## config.mk

```make
export PLATFORM = sky130hd
export DESIGN_NAME = memory_interface_flat
export DESIGN_NICKNAME = d
export VERILOG_FILES = /design/src/rtl/memory_interface_if.sv /design/src/rtl/memory_interface.sv /design/src/flat_wrapper.sv
export SDC_FILE = /design/constraint.sdc
export NUM_CORES = 1
export LEC_CHECK = 0
export ABC_AREA = 1
export CORE_ASPECT_RATIO = 0.6
export CORE_MARGIN = 2
export CORE_UTILIZATION = 36
export CTS_BUF_LIST = sky130_fd_sc_hd__clkbuf_16
export DETAILED_ROUTE_END_ITERATION = 8
export GPL_ROUTABILITY_DRIVEN = 0
export MAX_ROUTING_LAYER = met4
export PLACE_DENSITY = 0.68
export SETUP_SLACK_MARGIN = 0.2
export SKIP_LAST_GASP = 1
export SYNTH_ARGS = -nofsm -noshare
export SYNTH_HDL_FRONTEND = slang
export SYNTH_SLANG_ARGS = --single-unit
export TNS_END_PERCENT = 5
```

## constraint.sdc

```tcl
create_clock -name CLK -period 17.7 [get_ports CLK]
set_input_delay 2.655 -clock CLK [delete_from_list [all_inputs] [get_ports CLK]]
set_output_delay 2.655 -clock CLK [all_outputs]
set_load 0.02 [all_outputs]
```

## src/rtl/memory_interface_if.sv

```systemverilog
// Word-serial RAM bus between memory_interface (master) and the RAM (slave).
interface memory_interface_if #(
   parameter int unsigned ADDR_WIDTH = 14,
   parameter int unsigned DATA_WIDTH = 16
);
   logic [ADDR_WIDTH-1:0] RAM_ADDR;
   logic                  RAM_RD;
   logic                  RAM_WR;
   logic [DATA_WIDTH-1:0] RAM_WDATA;
   logic [DATA_WIDTH-1:0] RAM_RDATA;
   logic                  RAM_READY;

   modport master (
      output RAM_ADDR, RAM_RD, RAM_WR, RAM_WDATA,
      input  RAM_RDATA, RAM_READY
   );

   modport slave (
      input  RAM_ADDR, RAM_RD, RAM_WR, RAM_WDATA,
      output RAM_RDATA, RAM_READY
   );
endinterface

```

## src/rtl/memory_interface.sv

```systemverilog
// Splits cache line read/write requests into BEATS word transfers on a narrow RAM bus.
// Optional per-beat watchdog enabled by defining MI_TIMEOUT_EN.
module memory_interface #(
   parameter int unsigned LINE_ADDR_WIDTH = 12,
   parameter int unsigned LINE_WIDTH      = 64,
   parameter int unsigned BUS_WIDTH       = 16,
   parameter int unsigned TIMEOUT_CYCLES  = 255
) (
   input  logic                       CLK,
   input  logic                       RESET,
   input  logic                       SIG_RAM_RD,
   input  logic                       SIG_RAM_WR,
   input  logic [LINE_ADDR_WIDTH-1:0] LINE_ADDR,
   input  logic [LINE_WIDTH-1:0]      MI_IN_DATA,
   output logic [LINE_WIDTH-1:0]      MI_OUT_DATA,
   output logic                       MI_SIG_RAM_ACK,
   output logic                       MI_ERR,
   memory_interface_if.master         ram
);
   localparam int unsigned BEATS     = LINE_WIDTH / BUS_WIDTH;
   localparam int unsigned BEAT_BITS = $clog2(BEATS);
   localparam logic [BEAT_BITS-1:0] LAST_BEAT = BEAT_BITS'(BEATS - 1);

   localparam logic [2:0] StIdle    = 3'd0;
   localparam logic [2:0] StWrBeat  = 3'd1;
   localparam logic [2:0] StRdBeat  = 3'd2;
   localparam logic [2:0] StAck     = 3'd3;
   localparam logic [2:0] StRelease = 3'd4;

   logic [2:0]                           r_state, w_state_d;
   logic [BEAT_BITS-1:0]                 r_beat, w_beat_d;
   logic [LINE_ADDR_WIDTH-1:0]           r_line, w_line_d;
   logic [LINE_WIDTH-1:0]                r_wline, w_wline_d;
   logic [LINE_WIDTH-1:0]                r_rbuf, w_rbuf_d;
   logic [LINE_WIDTH-1:0]                r_out, w_out_d;
   logic [BUS_WIDTH-1:0]                 r_wdat, w_wdat_d;
   logic [LINE_ADDR_WIDTH+BEAT_BITS-1:0] r_addr;
   logic                                 r_ack, r_err, r_rd, r_wr;
   logic                                 w_abort, w_tmo, w_in_beat;

   assign w_in_beat = (r_state == StWrBeat) || (r_state == StRdBeat);

`ifdef MI_TIMEOUT_EN
   localparam int unsigned TMO_BITS = $clog2(TIMEOUT_CYCLES + 1);
   logic [TMO_BITS-1:0] r_tmo;

   assign w_tmo = (r_tmo == TMO_BITS'(TIMEOUT_CYCLES - 1));

   // Counter is zero whenever a beat is entered, since it idles at zero outside beat states.
   always_ff @(posedge CLK or posedge RESET) begin
      if (RESET) begin
         r_tmo <= '0;
      end else if (!w_in_beat || ram.RAM_READY || w_tmo) begin
         r_tmo <= '0;
      end else begin
         r_tmo <= r_tmo + TMO_BITS'(1);
      end
   end
`else
   assign w_tmo = 1'b0;
`endif

   always_comb begin
      w_state_d = r_state;
      w_beat_d  = r_beat;
      w_line_d  = r_line;
      w_wline_d = r_wline;
      w_rbuf_d  = r_rbuf;
      w_out_d   = r_out;
      w_abort   = 1'b0;
      case (r_state)
         StIdle: begin
            // Write wins so a dirty victim is written back before the refill.
            if (SIG_RAM_WR) begin
               w_state_d = StWrBeat;
               w_beat_d  = '0;
               w_line_d  = LINE_ADDR;
               w_wline_d = MI_IN_DATA;
            end else if (SIG_RAM_RD) begin
               w_state_d = StRdBeat;
               w_beat_d  = '0;
               w_line_d  = LINE_ADDR;
            end
         end
         StWrBeat, StRdBeat: begin
            if (ram.RAM_READY) begin
               if (r_state == StRdBeat) begin
                  for (int b = 0; b < BEATS; b++) begin
                     if (r_beat == BEAT_BITS'(b)) begin
                        w_rbuf_d[b*BUS_WIDTH +: BUS_WIDTH] = ram.RAM_RDATA;
                     end
                  end
               end
               w_beat_d = r_beat + BEAT_BITS'(1);
               if (r_beat == LAST_BEAT) begin
                  w_state_d = StAck;
                  if (r_state == StRdBeat) begin
                     w_out_d = w_rbuf_d;
                  end
               end
            end else if (w_tmo) begin
               w_abort   = 1'b1;
               w_state_d = StAck;
               w_beat_d  = '0;
               if (r_state == StRdBeat) begin
                  w_out_d = '0;
               end
            end
         end
         StAck:     w_state_d = StRelease;
         StRelease: if (!SIG_RAM_RD && !SIG_RAM_WR) w_state_d = StIdle;
         default:   w_state_d = StIdle;
      endcase
   end

   always_comb begin
      w_wdat_d = '0;
      for (int b = 0; b < BEATS; b++) begin
         if (w_beat_d == BEAT_BITS'(b)) begin
            w_wdat_d = w_wline_d[b*BUS_WIDTH +: BUS_WIDTH];
         end
      end
   end

   // Bus outputs are registered from next-state values so they line up with the state.
   always_ff @(posedge CLK or posedge RESET) begin
      if (RESET) begin
         r_state <= StIdle;
         r_beat  <= '0;
         r_line  <= '0;
         r_wline <= '0;
         r_rbuf  <= '0;
         r_out   <= '0;
         r_wdat  <= '0;
         r_addr  <= '0;
         r_ack   <= 1'b0;
         r_err   <= 1'b0;
         r_rd    <= 1'b0;
         r_wr    <= 1'b0;
      end else begin
         r_state <= w_state_d;
         r_beat  <= w_beat_d;
         r_line  <= w_line_d;
         r_wline <= w_wline_d;
         r_rbuf  <= w_rbuf_d;
         r_out   <= w_out_d;
         r_wdat  <= w_wdat_d;
         r_addr  <= {w_line_d, w_beat_d};
         r_ack   <= (w_state_d == StAck);
         r_err   <= w_abort;
         r_rd    <= (w_state_d == StRdBeat);
         r_wr    <= (w_state_d == StWrBeat);
      end
   end

   assign MI_OUT_DATA    = r_out;
   assign MI_SIG_RAM_ACK = r_ack;
   assign MI_ERR         = r_err;
   assign ram.RAM_ADDR   = r_addr;
   assign ram.RAM_RD     = r_rd;
   assign ram.RAM_WR     = r_wr;
   assign ram.RAM_WDATA  = r_wdat;
endmodule

```

## src/flat_wrapper.sv

```systemverilog
// flat-port wrapper written by rule: the top's interface ports become plain ports
module memory_interface_flat 
#(
   parameter int unsigned LINE_ADDR_WIDTH = 12,
   parameter int unsigned LINE_WIDTH      = 64,
   parameter int unsigned BUS_WIDTH       = 16,
   parameter int unsigned TIMEOUT_CYCLES  = 255
)
  (CLK, RESET, SIG_RAM_RD, SIG_RAM_WR, LINE_ADDR, MI_IN_DATA, MI_OUT_DATA, MI_SIG_RAM_ACK, MI_ERR, ram_RAM_ADDR, ram_RAM_RD, ram_RAM_WR, ram_RAM_WDATA, ram_RAM_RDATA, ram_RAM_READY);
  memory_interface_if #(.ADDR_WIDTH((14)), .DATA_WIDTH((16))) ram_i ();
  input  logic CLK;
  input  logic RESET;
  input  logic SIG_RAM_RD;
  input  logic SIG_RAM_WR;
  input  logic [LINE_ADDR_WIDTH-1:0] LINE_ADDR;
  input  logic [LINE_WIDTH-1:0] MI_IN_DATA;
  output logic [LINE_WIDTH-1:0] MI_OUT_DATA;
  output logic MI_SIG_RAM_ACK;
  output logic MI_ERR;
  output wire logic [$bits(ram_i.RAM_ADDR)-1:0] ram_RAM_ADDR;
  output wire logic [$bits(ram_i.RAM_RD)-1:0] ram_RAM_RD;
  output wire logic [$bits(ram_i.RAM_WR)-1:0] ram_RAM_WR;
  output wire logic [$bits(ram_i.RAM_WDATA)-1:0] ram_RAM_WDATA;
  input wire logic [$bits(ram_i.RAM_RDATA)-1:0] ram_RAM_RDATA;
  input wire logic [$bits(ram_i.RAM_READY)-1:0] ram_RAM_READY;
  assign ram_RAM_ADDR = ram_i.RAM_ADDR;
  assign ram_RAM_RD = ram_i.RAM_RD;
  assign ram_RAM_WR = ram_i.RAM_WR;
  assign ram_RAM_WDATA = ram_i.RAM_WDATA;
  assign ram_i.RAM_RDATA = ram_RAM_RDATA;
  assign ram_i.RAM_READY = ram_RAM_READY;
  memory_interface #(.LINE_ADDR_WIDTH(LINE_ADDR_WIDTH), .LINE_WIDTH(LINE_WIDTH), .BUS_WIDTH(BUS_WIDTH), .TIMEOUT_CYCLES(TIMEOUT_CYCLES)) u_core (.CLK(CLK), .RESET(RESET), .SIG_RAM_RD(SIG_RAM_RD), .SIG_RAM_WR(SIG_RAM_WR), .LINE_ADDR(LINE_ADDR), .MI_IN_DATA(MI_IN_DATA), .MI_OUT_DATA(MI_OUT_DATA), .MI_SIG_RAM_ACK(MI_SIG_RAM_ACK), .MI_ERR(MI_ERR), .ram(ram_i));
endmodule
```

# After elaboration in Yosys (flattened, before gate mapping)
# Index checks and enable logic that the tools add are counted.
# totals
ff_bits	242
latch_bits	0
mem_bits_rw	0
romBits	0
in_bits	97
out_inout_bits	98
wordCells	58
mem_count	0
# classes
add_sub_neg	1
multipliers	0
div_mod_pow	0
magnitude_cmp	0
n_eq_ne	13
n_shift	0
n_mux	24
n_bitwise	0
n_reduce_logical	9
# op_table
operator	count
$mux W64	3
$mux W16	8
$mux W12	3
$mux W3	5
$eq A3 B2 Y1 const B	4
$pmux W3 S4	1
$eq A2 B2 Y1 const B	4
$eq A3 B1 Y1 const B	2
$mux W2	3
$eq A2 B1 Y1 const B	2
$logic_not A2 Y1	2
$pmux W2 S2	1
$reduce_and A4 Y1	1
$eq A3 B3 Y1 const B	1
$logic_not A3 Y1	1
$add A2 B1 Y2 const B	1
$logic_not A1 Y1	2
$reduce_and A2 Y1	1
$reduce_or A2 Y1	1
$logic_and A1 B1 Y1	1

# Logic depth before layout (Yosys ltp)
# depth
word_depth	8
depth_mapped	11
depth_no_buf	10

# Least setup slack after synthesis
# Ideal clock, no wire load.
# synth_path
path_type	input -> register
start	input SIG_RAM_WR
end	register u_core.r_wdat[12], in the netlist u_core.ram.RAM_WDATA[12]
setup_time_ns	0.117
arrival_time_ns	3.511
required_ns	17.583
setup_slack_ns	14.071
stages	9
n_path_buf	1
cell_sequence	nor2_1 -> nand2_1 -> nand2_1 -> nand2_1 -> nand2_2 -> buf_2 -> o21ai_0 -> nand3_1 -> nand2_1
# synth_via
elab_chain_len	7
word_cells_on_any_way	12
classes_between	eq/ne (3); mux (8); reduce/logical (1)
# synth_rtl
item	line	source
start, declared	flat_wrapper.sv:14	input logic SIG_RAM_WR;
$mux W2	memory_interface.sv:74	if (SIG_RAM_WR) begin
$pmux W2 S2	memory_interface.sv:71	case (r_state)
$logic_not A2 Y1	memory_interface.sv:119	if (w_beat_d == BEAT_BITS'(b)) begin
$mux W16 (3 in a row)	memory_interface.sv:119	
$mux W16 *	memory_interface.sv:119	
via u_core.w_wdat_d[12]	memory_interface.sv:36	logic [BUS_WIDTH-1:0] r_wdat, w_wdat_d;
end signal, assigned	memory_interface.sv:147	r_wdat <= w_wdat_d;
end, declared	memory_interface.sv:36	
# The timed path passes the listed nets; every way through them passes the cells marked *.
# A chain may end at the register's enable or synchronous reset.

# Worst setup path in the final report
# layout_path
start	input SIG_RAM_WR
end	register u_core.r_wdat[6], in the netlist u_core.ram.RAM_WDATA[6]
# The elaborated chain is that of the path after synthesis.

==> out/results.ini <==
[clocking]
cts-root-buf=clkbuf_16
numCtsBuffers=21
cts_resized=0
insertion_delay_ns=0.49
cts.clk_slew.worst_paths_ns=0.06
hold_buffers=0
cts_tree=built
cts.sinks=212
h-tree-depth=1
post_cts_buffers=0
clockBufferDepth=3

[setup_path]
crit_fanout=60
cpMostUsedCell=nand2_1
path_cells=clkdlybuf4s50_1 > nand3_2 > buf_4 > inv_2 > o21ai_0 > nand2_1 > nand3_1 > nand2_1
cp_slowest_cell=clkdlybuf4s50_1
startpoint=SIG_RAM_WR
max_stage_delay_ns=0.67
timing_worst_setup_path_type=in2reg
critPathCaptureType=register
r2r_slack_ns=15.01
start_kind=primary input
critical_path_arrival_ns=5.32
rr_startpoint=u_core.r_state[2]
required_ns=18.08
r2r_cells=7

[floorplan]
core.rowCount=44
ios=195
dieArea_um2=26600
coreArea_um2=24500
die_w_um=209
die_h_um=127
start_util_pct=37.1

[detailed_routing]
via_count=7597
detail_route.wl_per_cell_um=15.8
drc=0
final_antenna_net_count=0
drt_first_pass_iters=5
routed_wl_um=25500
via_per_inst=4.72
drtIter0Drc=655

[pwr]
power.density_nw_per_um2=149
ir_worst_vdd_mv=0.0797
power.leakage_nw=6.11
power_mw=1.76

[timing]
drv_slew=0
grt_setup_unrepaired=no
setup_slack_ns=12.76
timing.hold.ws_ns=0.473
max_slew_margin_pct=17.3
fin_crit_sh_pct=27.9
tightest_slew_ns=1.24
skew_ns=0.0111
fmax_ghz=0.202
post-route-min-period_ns=4.94
finalHoldViolCount=0
setup_viol_count_final=0
finalSetupTns_ns=0

[yosys]
synth_edf_count=0
ys_seq_area_share_pct=58.4
ys_dominant_reg_cell=dfrtp_1
synth.avg_cell_area_um2=8.22
synth_compound_area_share_pct=3.55
synth_xor_area_share_pct=0.0964
synth-seq-cells=212
synthCells=1105
async_reset_ff_share_pct=100
muxShareOfSynthArea_pct=1.49
yosys.area_share.simple_pct=30.4
yosys.cell_types.count=26
yosysWarningCount=0
synth_fa_ha_area_share_pct=0.551
synth_area_um2=9080
synth_fp_nets=1206
synth_top_family_by_area=simple AND/OR/NAND/NOR gates

[finish]
flow.area_growth_from_synthesis_pct=30.2
nFillCells=2371
antennaDiodeCount=0
fin_cells=1608
final_area_um2=11800
layout-drive-gt1-share_pct=4.98
nNetsFinal=1372
final_util_pct=48.3

[global_route]
grt_util_all_layers_pct=19.8
grt_max_degree=135
grt_pass1_wl_um=40800
grt_pass1_vias=7481
antenna_found_initial=0
globalRouteOverflowTotal=0

[placed_design]
place_ws_ns=12.27
placedCellCount=1570
port_buffers=193
hpwlAfterDp_um=17000
place_area_um2=11200

[hold_path]
hp-class=reg2reg
worstHoldStart=u_core.MI_OUT_DATA[57]
whs_path_depth=2

[run_status]
run_status=finished clean

[run]
drv_cap=0

placed cells by master, fill, tap and decap left out, drive strengths merged:
cell type        n
a21oi           51
buf              6
bufinv           1
clkbuf          21
clkdlybuf4s50  193
clkinv           9
conb             1
dfrtp          212
ha               4
inv             65
mux2            12
nand2          573
nand3           45
nand4           16
nor2            58
o21ai           12
o31ai            1
or2              5
xor2             1
per-layer routing:
metal | global-route usage, % | wire (µm) | up-vias
met5 | - | 0 | -
met4 | 2.69 | 237 | 0
met3 | 5.90 | 2130 | 17
met2 | 26.6 | 10300 | 220
met1 | 29.9 | 12800 | 3629
li1 | - | - | 3731
state kept, by name, summed over array words and instances (netlist names):
name                   count
u_core.ram.RAM_ADDR        2
u_core.r_rbuf             48
u_core.r_beat              1
u_core.r_wline            64
u_core.r_state             3
u_core.MI_OUT_DATA        64
u_core.ram.RAM_RD          1
u_core.ram.RAM_WDATA      16
u_core.ram.RAM_WR          1
u_core.MI_SIG_RAM_ACK      1
u_core.r_line             11
layout make-up:
type	instances	area [µm²]	share of cell area [%]
Clock inverter	17	100	0.846
Timing Repair Buffer	199	1980	16.7
Inverter	58	225	1.90
Multi-Input combinational cell	779	3300	27.9
Tap cell	322	403	3.41
Sequential cell	212	5310	44.8
Clock buffer	21	526	4.44
cells in the mapped netlist, types with 2 or more instances:
cell type  count  area share [%]
o21ai_0       12            0.66
nand3_1       44             2.4
or2_0          4            0.28
nor2_4         2            0.25
a21oi_1       51             2.8
nand2_1      568              23
inv_1         53             2.2
buf_6          2            0.25
ha_1           4            0.55
clkbuf_1      16            0.66
nand4_1       16             1.1
nand2_2        5            0.34
nor2_1        55             2.3
inv_2          5            0.21
buf_2         33             1.8
buf_4          4            0.33
mux2_2        11             1.4
dfrtp_1      212              58
worst paths after layout:
path	endpoint
min reg2reg	u_core.MI_OUT_DATA[57]
max	u_core.ram.RAM_WDATA[6]
min in group asynchronous	u_core.r_line[5]
max in group asynchronous	u_core.r_rbuf[28]
max reg2reg	u_core.MI_OUT_DATA[49]
min	u_core.MI_OUT_DATA[57]
where the power goes:
part           switching, mW  leakage (nW)  internal [mW]  total [mW]
combinational          0.420          3.01          0.238       0.658
sequential            0.0600          2.76          0.630       0.690
clock                  0.186         0.333          0.230       0.416
total                  0.666          6.11           1.10        1.76
worst max-delay path: cells and delay by family:
kind	cells	cell delay, ns
buf+inv	3	1.76
compound gates	1	0.45
simple gates	4	0.43
logic make-up (layout without fill, tap and decap cells):
kind of cell             after synthesis  after routing
other                                  1              1
AO/OA/AOI/OAI                         64             64
multiplexers                          12             12
AND/OR/NAND/NOR                      697            697
buffers and inverters                114            295
XOR/XNOR                               1              1
adder cells (fa/ha/maj)                4              4
flip-flops                           212            212
Note: power is estimated with default switching activity, not from simulation.
